<file path="src/rtl/game_board_controller.sv">
// Tic-tac-toe board controller: tracks X/O marks from single-cell mouse
// clicks, alternates movers, detects wins and ties, and drives screen
// selects plus one-cycle score pulses.
//
// state | meaning
// ------+--------------------------------------------------------------
// START | start screen; restart or a click begins a game (no mark placed)
// PLAY  | waiting for the current mover to click an empty cell
// CHECK | one cycle: evaluate the mover's lines, then win / tie / toggle
// WIN_X | X completed a line; board frozen until restart or click
// WIN_O | O completed a line; board frozen until restart or click
// TIE   | board full with no line; frozen until restart or click
module game_board_controller #(
    parameter bit FIRST_X = 1'b1
) (
    input  logic       clk_100MHz,
    input  logic       reset,
    input  logic [8:0] clickedMatrix,
    input  logic       restart,
    input  logic       erase,
    output logic [8:0] x_matrix,
    output logic [8:0] o_matrix,
    output logic       turnoX,
    output logic       turnoO,
    output logic       displayStartPlaying,
    output logic       ganadorX,
    output logic       ganadorO,
    output logic       tie,
    output logic       inc_x_score,
    output logic       inc_o_score,
    output logic       resetScore
);

    typedef enum logic [2:0] {
        START = 3'd0,
        PLAY  = 3'd1,
        CHECK = 3'd2,
        WIN_X = 3'd3,
        WIN_O = 3'd4,
        TIE   = 3'd5
    } state_t;

    state_t     state;
    logic [8:0] prev_click;
    logic       erase_q;

    logic       click_onehot;
    logic       click_ok;
    logic       cell_free;
    logic       board_full;
    logic       mover_wins;
    logic       begin_game;
    logic [8:0] mover_matrix;

    function automatic logic has_line(input logic [8:0] m);
        return (m[0] & m[1] & m[2]) |
               (m[3] & m[4] & m[5]) |
               (m[6] & m[7] & m[8]) |
               (m[0] & m[3] & m[6]) |
               (m[1] & m[4] & m[7]) |
               (m[2] & m[5] & m[8]) |
               (m[0] & m[4] & m[8]) |
               (m[2] & m[4] & m[6]);
    endfunction

    // Click qualification, occupancy and win/tie evaluation for the FSM.
    always_comb begin
        click_onehot = (clickedMatrix != 9'h000) &&
                       ((clickedMatrix & (clickedMatrix - 9'd1)) == 9'h000);
        // A held button only counts on the cycle it first appears.
        click_ok     = click_onehot && (prev_click == 9'h000);
        cell_free    = ((clickedMatrix & (x_matrix | o_matrix)) == 9'h000);
        board_full   = ((x_matrix | o_matrix) == 9'h1FF);
        mover_matrix = turnoX ? x_matrix : o_matrix;
        mover_wins   = has_line(mover_matrix);
        begin_game   = 1'b0;
        case (state)
            START, WIN_X, WIN_O, TIE: begin_game = restart || click_ok;
            PLAY, CHECK:              begin_game = restart;
            default:                  begin_game = 1'b0;
        endcase
    end

    // Edge-detect history; updates every cycle regardless of state.
    always_ff @(posedge clk_100MHz or negedge reset) begin
        if (!reset) begin
            prev_click <= 9'h000;
            erase_q    <= 1'b0;
        end else begin
            prev_click <= clickedMatrix;
            erase_q    <= erase;
        end
    end

    // Game FSM with registered board, turn, screen and pulse outputs.
    always_ff @(posedge clk_100MHz or negedge reset) begin
        if (!reset) begin
            state               <= START;
            x_matrix            <= 9'h000;
            o_matrix            <= 9'h000;
            turnoX              <= 1'b0;
            turnoO              <= 1'b0;
            displayStartPlaying <= 1'b1;
            ganadorX            <= 1'b0;
            ganadorO            <= 1'b0;
            tie                 <= 1'b0;
            inc_x_score         <= 1'b0;
            inc_o_score         <= 1'b0;
            resetScore          <= 1'b0;
        end else begin
            inc_x_score <= 1'b0;
            inc_o_score <= 1'b0;
            resetScore  <= 1'b0;
            if (erase) begin
                state               <= START;
                x_matrix            <= 9'h000;
                o_matrix            <= 9'h000;
                turnoX              <= 1'b0;
                turnoO              <= 1'b0;
                displayStartPlaying <= 1'b1;
                ganadorX            <= 1'b0;
                ganadorO            <= 1'b0;
                tie                 <= 1'b0;
                // A held erase keeps the board clear but clears scores once.
                resetScore          <= ~erase_q;
            end else if (begin_game) begin
                state               <= PLAY;
                x_matrix            <= 9'h000;
                o_matrix            <= 9'h000;
                turnoX              <= FIRST_X;
                turnoO              <= ~FIRST_X;
                displayStartPlaying <= 1'b1;
                ganadorX            <= 1'b0;
                ganadorO            <= 1'b0;
                tie                 <= 1'b0;
            end else begin
                case (state)
                    START: begin
                        displayStartPlaying <= 1'b1;
                    end
                    PLAY: begin
                        if (click_ok && cell_free) begin
                            if (turnoX) begin
                                x_matrix <= x_matrix | clickedMatrix;
                            end else begin
                                o_matrix <= o_matrix | clickedMatrix;
                            end
                            state <= CHECK;
                        end
                    end
                    CHECK: begin
                        if (mover_wins) begin
                            if (turnoX) begin
                                state       <= WIN_X;
                                ganadorX    <= 1'b1;
                                inc_x_score <= 1'b1;
                            end else begin
                                state       <= WIN_O;
                                ganadorO    <= 1'b1;
                                inc_o_score <= 1'b1;
                            end
                            turnoX              <= 1'b0;
                            turnoO              <= 1'b0;
                            displayStartPlaying <= 1'b0;
                        end else if (board_full) begin
                            state               <= TIE;
                            tie                 <= 1'b1;
                            turnoX              <= 1'b0;
                            turnoO              <= 1'b0;
                            displayStartPlaying <= 1'b0;
                        end else begin
                            turnoX <= ~turnoX;
                            turnoO <= ~turnoO;
                            state  <= PLAY;
                        end
                    end
                    WIN_X, WIN_O, TIE: begin
                        state <= state;
                    end
                    default: begin
                        state               <= START;
                        x_matrix            <= 9'h000;
                        o_matrix            <= 9'h000;
                        turnoX              <= 1'b0;
                        turnoO              <= 1'b0;
                        displayStartPlaying <= 1'b1;
                        ganadorX            <= 1'b0;
                        ganadorO            <= 1'b0;
                        tie                 <= 1'b0;
                    end
                endcase
            end
        end
    end

endmodule
</file>
<file path="config.mk">
export PLATFORM = sky130hd
export DESIGN_NAME = game_board_controller
export DESIGN_NICKNAME = d
export VERILOG_FILES = /design/src/rtl/game_board_controller.sv
export SDC_FILE = /design/constraint.sdc
export NUM_CORES = 1
export LEC_CHECK = 0
export BUFFER_PORTS_ARGS = -buffer_cell sky130_fd_sc_hd__buf_2
export CAP_MARGIN = 20
export CORE_UTILIZATION = 50
export DETAILED_ROUTE_END_ITERATION = 12
export PLACE_DENSITY_LB_ADDON = 0.2
export SYNTH_ARGS = -nofsm -noshare
export SYNTH_HDL_FRONTEND = slang
export SYNTH_SLANG_ARGS = --single-unit
</file>
<file path="constraint.sdc">
create_clock -name clk_100MHz -period 2.2 [get_ports clk_100MHz]
set_clock_uncertainty 0.05 [all_clocks]
set_input_delay 0.33 -clock clk_100MHz [delete_from_list [all_inputs] [get_ports clk_100MHz]]
set_output_delay 0.33 -clock clk_100MHz [all_outputs]
set_load 0.03 [all_outputs]
</file>
* Yosys cells after proc, flatten, opt, wreduce, memory -nomap -nowiden
Index checks and enable logic that the tools add are counted.
** Word-level totals
- Register bits :: 40
- Input bits :: 13
- Output and inout port bits :: 27
** Operators by class
- Add/subtract/negate cells :: 1
- Equal/unequal tests :: 19
- Mux-type cells :: 60
- Bitwise gates (word level) :: 31
- Reduce and logical (&&, ||, !) cells :: 21
** Operator list (number)
- 2-to-1 mux 9 bit :: 9
- one-hot mux 9 bit (2 select lines) :: 2
- 2-to-1 mux 1 bit :: 35
- inequality test 4 bit, second input constant :: 8
- logical NOT 9 bit :: 3
- OR 9 bit :: 3
- bitwise AND 9 bit :: 2
- 2-to-1 mux 3 bit :: 6
- bitwise AND 1 bit :: 16
- AND reduction 3 bit :: 5
- one-hot mux 1 bit (2 select lines) :: 7
- inequality test 3 x 1 -> 1 bit, second input constant :: 4
- OR reduction 5 bit :: 2
- == test 9 bit, second input constant :: 1
- one-hot mux 3 bit (3 select lines) :: 1
- nonzero test 9 bit :: 1
- subtractor 9 x 1 -> 9 bit, second input constant :: 1
- OR reduction 4 bit :: 2
- OR 1 bit :: 7
- == test 3 x 2 -> 1 bit, second input constant :: 2
- == test 3 bit, second input constant :: 2
- inequality test 5 bit, second input constant :: 1
- AND reduction 2 bit :: 2
- == test 3 x 1 -> 1 bit, second input constant :: 1
- other kinds (5) :: 9

* Logic depth before layout (Yosys ltp)
- Depth in word-level cells :: 14
- Mapped depth :: 9

* Worst setup path before layout
No wires, ideal clock.
- Kind :: register to register
- Start :: reg state[2]
- End :: reg x_matrix[2]
- Setup time :: 0.123 ns
- Arrival time :: 1.762 ns
- Path slack :: 0.264 ns
- Cell stages (with the launch flop) :: 10
- Buffers on the path :: 3
- Clock period less this slack :: 1.936 ns
- Path through :: dfrtp_1 -> buf_6 -> o21bai_1 -> a221o_1 -> a32o_1 -> a21o_1 -> buf_6 -> buf_6 -> nand2_2 -> o21ai_1
** On the way
- Cells in the longest elaborated chain, start to end :: 5
** Ends and longest elaborated chain
- start, declared :: line 43 : state_t state;
- start signal, assigned :: line 178 : state <= state;
- == test 3 x 2 -> 1 bit, or another cell as far along :: line 77, 137
- OR reduction 4 bit (no source line), or another cell as far along
- one-hot mux 1 bit (2 select lines) / one-hot mux 9 bit (2 select lines) (equally long branches) :: line 77, 137
- inequality test 4 bit (no source line), or another cell as far along
- AND reduction 3 bit (no source line) / 2-to-1 mux 9 bit (equally long branches)
- end signal, assigned :: line 144 : x_matrix <= x_matrix | clickedMatrix;
- end, declared :: line 21 : output logic [8:0] x_matrix,
Several ways; a longest one is shown, not always the timed one.
A chain may end at the register's enable or synchronous reset.

* Final worst setup path
- Start :: reg state[2]
- End :: reg o_matrix[4]
** On the way
- Cells in the longest elaborated chain, start to end :: 5
** Ends and longest elaborated chain
- == test 3 x 2 -> 1 bit, or another cell as far along :: line 77, 137
- OR reduction 4 bit (no source line), or another cell as far along
- one-hot mux 1 bit (2 select lines) / one-hot mux 9 bit (2 select lines) (equally long branches) :: line 77, 137
- inequality test 4 bit (no source line), or another cell as far along
- AND reduction 3 bit (no source line) / 2-to-1 mux 9 bit (equally long branches)
- end signal, assigned :: line 146 : o_matrix <= o_matrix | clickedMatrix;
- end, declared :: line 22 : output logic [8:0] o_matrix,
Several ways; a longest one is shown, not always the timed one.

==> impl_results.md <==
* Status: finished, final reports clean
* Sw power at ~0.35 mW
* Cell variety after synth at 40
* First drt pass iteration count at 5
* Die ar. at around 0.0042 mm^2
* Slew at the pin with the worst max-slew slack at about 0.86 ns
* Total design power at 1.39 mW
* Die width at ~65 um
* Synth Net Count at ~220
* Critical path required time at around 2.4 ns
* Power per cell area at about 600 mW/mm^2
* Largest net degree at the start of global routing at about 40
* Routed wire length at a little under 5000 um
* Sw frac at between 20 and 30%
* Placed instance area at ~0.0022 mm^2
* Worst setup path startpoint: state[2]$_DFFE_PN0P_
* Overflow after GRT at 0
* Post-CTS sizing at 0
* First-pass GRT wire length at approximately 8100 um
* WS Path Type: reg -> reg
* Peak VDD IR at 0.359 mV
* Routed Antenna Nets at 0
* Post-synth EDFFs at 0
* # diodes at 0
* Layout cell share with drive strength beyond 1 at 24.2%
* Design area at about 0.0023 mm^2
* Fin crit share at between 90% and 100%
* GPL Wtd Cong at 0.869
* Sink Count at 40
* Drt via density at about 6
* Comb power frac at approximately a tenth
* Largest area contributor in the netlist: dfrtp_1
* Total GRT Usage at between 20% and 30%
* Clock Tree Root: clkbuf_8
* # rows at 22
* Setup-failing EPs final at 0
* CTS HTree Levels at 2
* Hpwl dp at between 3000 and 4000 um
* Buffers on Ports at 39
* CP Max Fanout at 27
* Critical path startpoint category: flip-flop
* Max Freq at a little over 500 MHz
* Min Hold Slack at slightly below 0.1 ns
* Fin cells at 300
* Primary FF master, synth: dfrtp_1
* Initial antenna violation count at 0
* Max-Slew Margin vs Limit at a little over two fifths
* Nets at around 270
* Post-route setup TNS at 0 ns
* Hold Fails Final Rpt at 0
* DRC at 0
* Worst skew pair latency at between 0.2 and 0.3 ns
* Top cell type's share of synthesized area at between 40% and 50%
* Clock-pin slew on the worst setup and hold paths at 0.08 ns
* Tmin final at a little under 2 ns
* Clock buffer count from CTS at 5
* Pre-CTS setup slack at approximately 0.077 ns
* Synthesis warning total at 0
* Area growth syn-to-layout at 17.7%
* Post-synthesis area per instance at approximately 9.6 um^2
* Synth top area cells: dfrtp_1, nand2_1, o21ai_1
* Synth Cell Area at between 0.0015 and 0.002 mm^2
* Final WS setup at approximately 0.21 ns
* Ys async rst share at 100%
* P_leak at roughly 1.1 nW
* Setup bufs post-CTS at 0
* Internal Power at between 1 and 1.5 mW
* Critical Path Sink Type: flip-flop
* Unrepaired setup endpoints after global routing: false
* Placed Instances at 292
* Worst EP arrival at 2.15 ns
* Fin util at roughly 62%
* Sequential element share of the synthesized area at 50.9%
* FILL cells at between 300 and 400
* Die Height at roughly 65 um
* CTS tree: built
* Worst min path class: in -> async
* CTS max path bufs at 2
* DR iter-0 viols at between 80 and 90
* WL per Instance at 16.2 um
* Synthesized flop and latch total at 40
* Core area at 0.00372 mm^2
* Clock power frac at about 36%
* Worst r2r src: state[2]$_DFFE_PN0P_
* Mapped Cells at around 200
* Starting Density at a little over half
* Vias in the first global route at 1643
* IO Pins at 40
* DR vias at roughly 1.8k
* Final Max Tran Viols at 0
* Max_cap viols at 0
* Seq pwr share at between 50% and 60%
* Post-CTS Hold Buffers at 0
==> critical path, stage by stage, from the launching register on <==
cell,delay (ns)
dfrtp_1,0.40
ha_1,0.32
o21ba_1,0.17
nor3_1,0.20
a32o_1,0.20
a21o_1,0.12
buf_12,0.17
nand2_1,0.09
o21ai_1,0.17
==> cells in the mapped netlist, types with 2 or more instances <==
cell type / n
a211o_2: 2
a21o_1: 2
a21oi_1: 9
a22o_1: 8
a22oi_1: 6
and4_1: 2
buf_6: 4
dfrtp_1: 39
inv_1: 6
nand2_1: 35
nand2_2: 2
nand3_1: 5
nand4_1: 5
nor2_1: 10
nor2b_1: 3
nor3_1: 6
nor4_1: 3
o21ai_0: 14
o21ai_1: 18
o21bai_1: 2
o22a_1: 2
o22ai_1: 4
==> power by group through the flow <==
stage          clock, mW  sequential, mW  combinational (mW)
6_report           0.502           0.755               0.132
5_1_grt            0.534           0.756               0.147
4_1_cts            0.517           0.755               0.133
3_5_place_dp           0           0.770               0.132
3_3_place_gp           0           0.769               0.131
2_1_floorplan          0           0.774              0.0679
==> flip-flops by register name, indices dropped and copies added, names as in the netlist <==
| register | count |
|---|---|
| ganadorO | 1 |
| o_matrix | 9 |
| inc_x_score | 1 |
| turnoX | 1 |
| prev_click | 9 |
| erase_q | 1 |
| displayStartPlaying | 1 |
| ganadorX | 1 |
| x_matrix | 9 |
| turnoO | 1 |
| state | 3 |
| tie | 1 |
| resetScore | 1 |
| inc_o_score | 1 |
==> layout by cell type (no fill, tap or decap), types with 2 or more instances in the layout <==
cell type | netlist | routed
dfrtp_1 | 39 | 39
buf_2 | 1 | 39
nand2_1 | 35 | 35
o21ai_1 | 18 | 18
o21ai_0 | 14 | 14
nor2_1 | 10 | 10
a21oi_1 | 9 | 9
a22o_1 | 8 | 8
inv_1 | 6 | 6
a22oi_1 | 6 | 6
nor3_1 | 6 | 6
clkbuf_8 | 0 | 6
nand4_1 | 5 | 5
nand3_1 | 5 | 5
o22ai_1 | 4 | 4
buf_4 | 0 | 4
nor2b_1 | 3 | 3
nor4_1 | 3 | 3
o21bai_1 | 2 | 2
and4_1 | 2 | 2
a21o_1 | 2 | 2
o22a_1 | 2 | 2
a211o_2 | 2 | 2
nand2_2 | 2 | 2
clkinv_2 | 0 | 2
==> layer usage <==
| layer | wire length (um) | up-vias | global-route usage, % |
|---|---|---|---|
| li1 | - | 851 | - |
| met1 | 2140 | 893 | 37.1 |
| met2 | 2340 | 73 | 39.5 |
| met3 | 309 | 9 | 3.70 |
| met4 | 76 | 0 | 11.9 |
| met5 | 0 | - | 0 |
==> final timing paths <==
check	endpoint	slack, ns	cells after the start
setup / recovery	o_matrix[4]$_DFFE_PN0P_	0.21	8
hold / removal	erase_q$_DFF_PN0_	0.1	1
setup reg to reg	o_matrix[4]$_DFFE_PN0P_	0.21	8
hold reg to reg	resetScore$_DFF_PN0_	0.35	1
max in group asynchronous	ganadorO$_DFFE_PN0P_	1.46	1
min in group clk_100MHz	erase_q$_DFF_PN0_	0.16	1
==> kinds of logic after synthesis <==
| group | share of synthesized area (%) |
|---|---|
| buf+inv | 3.68 |
| fa+ha+maj | 0.635 |
| compound gates | 26.0 |
| simple gates | 18.8 |
| flops | 50.9 |
==> final cells by class <==
cell class                 count  area (um^2)  share of cell area [%]
timing repair buffer          44          245                    10.6
multi-input combinational    154          895                    38.6
inverter                       6         22.5                   0.972
clock inverter                 2         10.0                   0.432
clock buffer                   6         82.6                    3.56
tap                           48         60.1                    2.59
sequential                    40         1000                    43.3
No activity file was read; power rests on OpenSTA's default activity.
